<file path="config.mk">
export PLATFORM = sky130hd
export DESIGN_NAME = key_debounce_multi
export DESIGN_NICKNAME = d
export VERILOG_FILES = /design/src/rtl/key_debounce_multi.sv
export SDC_FILE = /design/constraint.sdc
export NUM_CORES = 1
export LEC_CHECK = 0
export CELL_PAD_IN_SITES_DETAIL_PLACEMENT = 2
export CELL_PAD_IN_SITES_GLOBAL_PLACEMENT = 2
export CORE_ASPECT_RATIO = 0.6
export CORE_MARGIN = 2
export CORE_UTILIZATION = 25
export CTS_BUF_LIST = sky130_fd_sc_hd__clkbuf_4 sky130_fd_sc_hd__clkbuf_8 sky130_fd_sc_hd__clkbuf_16
export DETAILED_ROUTE_END_ITERATION = 12
export GPL_TIMING_DRIVEN = 0
export HOLD_SLACK_MARGIN = 0.15
export PLACE_DENSITY_LB_ADDON = 0.15
export SYNTH_ARGS = -nofsm -noshare
export SYNTH_HDL_FRONTEND = slang
export SYNTH_SLANG_ARGS = --single-unit
</file>
<file path="constraint.sdc">
create_clock -name clk -period 2.4 [get_ports clk]
set_input_delay 0.24 -clock clk [delete_from_list [all_inputs] [get_ports clk]]
set_output_delay 0.24 -clock clk [all_outputs]
set_load 0.03 [all_outputs]
</file>
<file path="src/rtl/key_debounce_multi.sv">
// key_debounce_multi: per-channel sync, debounce, press/release/long pulses; auto-repeat when KEY_REPEAT_EN is defined
module key_debounce_multi #(
  parameter int N = 4,
  parameter int DELAY = 2_500_000,
  parameter bit ACTIVE = 1'b1,
  parameter int LONG = 125_000_000,
  parameter int REPEAT = 25_000_000
) (
  input  logic         clk,
  input  logic         rst_n,
  input  logic [N-1:0] key,
  output logic [N-1:0] key_lvl,
  output logic [N-1:0] key_press,
  output logic [N-1:0] key_release,
  output logic [N-1:0] key_long,
  output logic [N-1:0] key_rep
);
  localparam int DW = $clog2(DELAY);
  localparam int HW = $clog2(LONG + 1);
  genvar i;
  for (i = 0; i < N; i++) begin : g_ch
    logic s1, s2, lvl, press, rel, long_p, rep, raw_p, fl;
    logic [DW-1:0] cnt;
    logic [HW-1:0] hold;
    assign raw_p = s2 == ACTIVE;
    assign fl = raw_p != lvl && cnt == DW'(DELAY - 1);
    always_ff @(posedge clk or negedge rst_n)
      if (!rst_n) begin
        s1 <= ~ACTIVE;
        s2 <= ~ACTIVE;
        cnt <= '0;
        lvl <= 1'b0;
        press <= 1'b0;
        rel <= 1'b0;
        hold <= '0;
        long_p <= 1'b0;
      end else begin
        s1 <= key[i];
        s2 <= s1;
        cnt <= (raw_p == lvl || fl) ? '0 : cnt + 1'b1;
        lvl <= lvl ^ fl;
        press <= fl & ~lvl;
        rel <= fl & lvl;
        hold <= fl ? '0 : (lvl && hold != HW'(LONG)) ? hold + 1'b1 : hold;
        long_p <= lvl & ~fl & (hold == HW'(LONG - 1));
      end
`ifdef KEY_REPEAT_EN
    localparam int RW = $clog2(REPEAT + 1);
    logic [RW-1:0] rc;
    logic run;
    // hold parks at LONG once key_long has fired, which arms the repeat counter
    assign run = lvl & ~fl & (hold == HW'(LONG));
    always_ff @(posedge clk or negedge rst_n)
      if (!rst_n) begin
        rc <= '0;
        rep <= 1'b0;
      end else begin
        rep <= run & (rc == RW'(REPEAT - 1));
        rc <= (!run || rc == RW'(REPEAT - 1)) ? '0 : rc + 1'b1;
      end
`else
    assign rep = 1'b0;
`endif
    assign key_lvl[i] = lvl;
    assign key_press[i] = press;
    assign key_release[i] = rel;
    assign key_long[i] = long_p;
    assign key_rep[i] = rep;
  end
endmodule

</file>
==> reports/qor.txt <==
Syn Area/Cell -> 9.68 um2
CTS tree -> yes
Die height -> 167 um
Post-synthesis cell count -> 1143
Post-route cell area -> 13100 um2
Setup violators final -> 0
Vias per cell -> 4.59
Net Sw Power -> 1.84 mW
Leakage -> 5.52 nW
Final hold vios -> 0
Mapped cell area -> 11100 um2
I/O Buffers -> 21
Critical path arrival -> 2.68 ns
First-pass GRT wire length -> 50900 um
Reg clk slew, reported paths -> 0.06 ns
Pwr/cell area -> 617 nW/um2
Maximum fanout along the worst path -> 10
Layout cell share with drive strength beyond 1 -> 0.0993
Grt ovf -> 0
Largest net degree at the start of global routing -> 110
Flop and latch count out of synthesis -> 220
Worst slew pin tran -> 0.817 ns
Int Pwr -> 6.24 mW
Max Slew Vio Count -> 0
GR Util All Layers -> 0.136
WP data required -> 2.83 ns
GP Congestion -> 0.742
Io pins -> 26
Run status -> finished clean
NumNets Final -> 1228
Diode count -> 0
Switch share -> 0.228
Final Power -> 8.09 mW
Drt drc -> 0
Detail Placement HPWL -> 20900 um
Comb pwr share -> 0.023
Die area -> 46000 um2
Peak supply drop -> 0.293 mV
CP top delay family -> simple AND/OR/NAND/NOR gates
Clock Sink Count -> 220
CTS buffer count -> 25
Starting density of the core -> 0.254
Max Clk Rate -> 445 MHz
WL final -> 30000 um
Setup crit end kind -> flop
Area of the core -> 43500 um2
Number of global-route vias before repair -> 8942
Area grow syn2layout -> 18.5%
Clock root cell -> clkbuf_16
DR iter-0 viols -> 353
Setup CP Type -> flop to flop
Reg2reg setup slack -> 0.15 ns
Buf/Inv on CP -> 2
Max Cap Viol -> 0
Total of warnings raised by yosys -> 0
Sequential fraction of the synthesis area -> 0.498
H-tree Lvls -> 1
Hold WC Path Type -> primary input to asynchronous set/reset pin
Area after DPL -> 12100 um2
Initial antenna violation count -> 0
Vias after detailed routing -> 8301
Routed WL per cell -> 16.6 um
Slew HR -> 0.451
RSZ-0062 raised after global routing -> no
DRT Pass-1 Iters -> 4
Tmin final -> 2.25 ns
Slowest cell on the critical path -> or4_1
Crit start category -> flop
CP peak stage delay -> 0.47 ns
Final Skew -> 0.0117 ns
Clock Power Share -> 0.512
Clock Path Buffers -> 3
Crit share post-route -> 0.937
Cell Chain, Critical Path -> nor4bb_1 > nand4_1 > or4_1 > clkbuf_4 > nor2_8 > buf_6 > nor2_1
Flop pwr share -> 0.465
Row count -> 59
Post-DRT Antenna Nets -> 0
Worst skew pair latency -> 0.54 ns
Synth cell types -> 50
Fillers -> 4776
Die X -> 276 um
-- placed cells by master, fill, tap and decap left out, types with 8 or more instances in the layout --
cell type        count
a21oi_1              9
and3_1              20
and4_1              17
buf_2                9
buf_4               31
clkbuf_1            18
clkbuf_16           25
clkdlybuf4s50_1     20
clkinv_2             8
dfrtp_1            220
ha_1                11
inv_1               32
nand2_1             76
nand3_1             68
nand4_1             58
nor2_1             226
nor3_1              37
nor3b_1             10
nor4_1              24
nor4b_1              8
or3_1               16
or4_1               11
xnor2_1             94
xor2_1              84
-- registers in the layout (all words and copies together), names as in the netlist, named ones only --
register     count
g_ch.cnt        88
g_ch.hold      108
g_ch.long_p      4
g_ch.press       4
g_ch.raw_p       4
g_ch.rel         4
g_ch.s1          4
-- area by class of cell --
type / count / area [um2] / area share
sequential: 220 / 5510 / 0.420
multi-input combinational: 835 / 5130 / 0.392
clock buffer: 33 / 729 / 0.0556
tap: 579 / 724 / 0.0553
timing repair buffer: 37 / 388 / 0.0296
buffer: 59 / 360 / 0.0275
clock inverter: 13 / 146 / 0.0112
inverter: 32 / 120 / 0.00916
-- Yosys cell counts (all sizes together) --
master / instances / area share
a21oi: 9 / 0.0041
a221oi: 2 / 0.0016
and2: 6 / 0.0034
and3: 20 / 0.011
and4: 18 / 0.014
buf: 40 / 0.024
clkbuf: 19 / 0.0064
conb: 1 / 0.00034
dfrtp: 220 / 0.50
ha: 12 / 0.014
inv: 32 / 0.011
mux2: 4 / 0.0041
mux2i: 3 / 0.0027
nand2: 76 / 0.026
nand2b: 5 / 0.0031
nand3: 68 / 0.031
nand3b: 1 / 0.00068
nand4: 59 / 0.034
nand4b: 1 / 0.0014
nand4bb: 1 / 0.0010
nor2: 229 / 0.081
nor2b: 3 / 0.0017
nor3: 37 / 0.017
nor3b: 12 / 0.0090
nor4: 30 / 0.021
nor4b: 8 / 0.0063
nor4bb: 5 / 0.0045
o21a: 1 / 0.00068
o21ai: 8 / 0.0040
o22ai: 2 / 0.0011
o311ai: 1 / 0.00079
o31ai: 1 / 0.00068
o41ai: 1 / 0.0015
or3: 16 / 0.0091
or4: 12 / 0.0085
or4b: 2 / 0.0021
xnor2: 94 / 0.074
xor2: 84 / 0.067
-- worst reg2reg max path, cell delays in order (launching register included) --
cell	delay (ns)
dfrtp_1	0.46
nor4bb_1	0.41
nand4_1	0.14
or4_1	0.47
clkbuf_4	0.23
nor2_8	0.19
buf_6	0.17
nor2_1	0.06
-- power groups by stage --
stage	clock network, mW	registers (mW)	logic [mW]
2_1_floorplan	0	3.82	0.0668
3_3_place_gp	0	3.83	0.177
3_5_place_dp	0	3.83	0.192
4_1_cts	4.34	3.76	0.199
5_1_grt	4.47	3.76	0.219
6_report	4.14	3.76	0.188
-- what timing repair did --
action | in CTS | in global routing
endpoints found under the hold margin | 128 | 0
hold buffers | 5 | 0
setup buffers | 3 | 6
gates resized for setup | 1 | 14
setup endpoints to repair | 65 | 111
pin swaps | 2 | 3
-- metal layers --
metal / global-route usage / part of all wire
met4: 0.0228 / 0.016
met5: 0 / 0
met1: 0.224 / 0.57
met2: 0.181 / 0.39
met3: 0.0235 / 0.026
-- cells by family (layout without fill, tap and decap cells) --
family | after synthesis | in the layout | synth area share
AND/OR/NAND/NOR | 609 | 609 | 0.285
flip-flops | 220 | 220 | 0.498
other | 1 | 4 | 0.000339
adder cells (fa/ha/maj) | 12 | 12 | 0.0136
XOR/XNOR | 178 | 178 | 0.141
AO/OA/AOI/OAI | 25 | 25 | 0.0144
buffers and inverters | 91 | 174 | 0.0415
multiplexers | 7 | 7 | 0.00679
-- worst paths after layout --
kind | startpoint | end | cells after the start
min in group clk | g_ch[1].s1 | g_ch[1].raw_p | 0
min reg2reg | g_ch[1].s1 | g_ch[1].raw_p | 0
min | rst_n | g_ch[2].cnt[5] | 2
max in group asynchronous | rst_n | g_ch[1].hold[9] | 3
max reg2reg | g_ch[2].cnt[15] | g_ch[2].hold[8] | 7
max | g_ch[2].cnt[15] | g_ch[2].hold[8] | 7
-- metrics by stage --
stage	setup TNS, ns	hold slack (ns)	instances	util	worst slack (ns)
after detailed placement	-2.61	0.193	1748	0.278	-0.115
final	0	0.202	1808	0.301	0.152
after floorplan	0	-0.0556	1146	-	0.503
after CTS	0	0.194	1802	0.299	0.00766
after global placement	-2115.79	0.341	1746	0.276	-9.64
after global routing	0	0.230	1808	0.301	0.00742
Note: power is estimated with default switching activity, not from simulation.
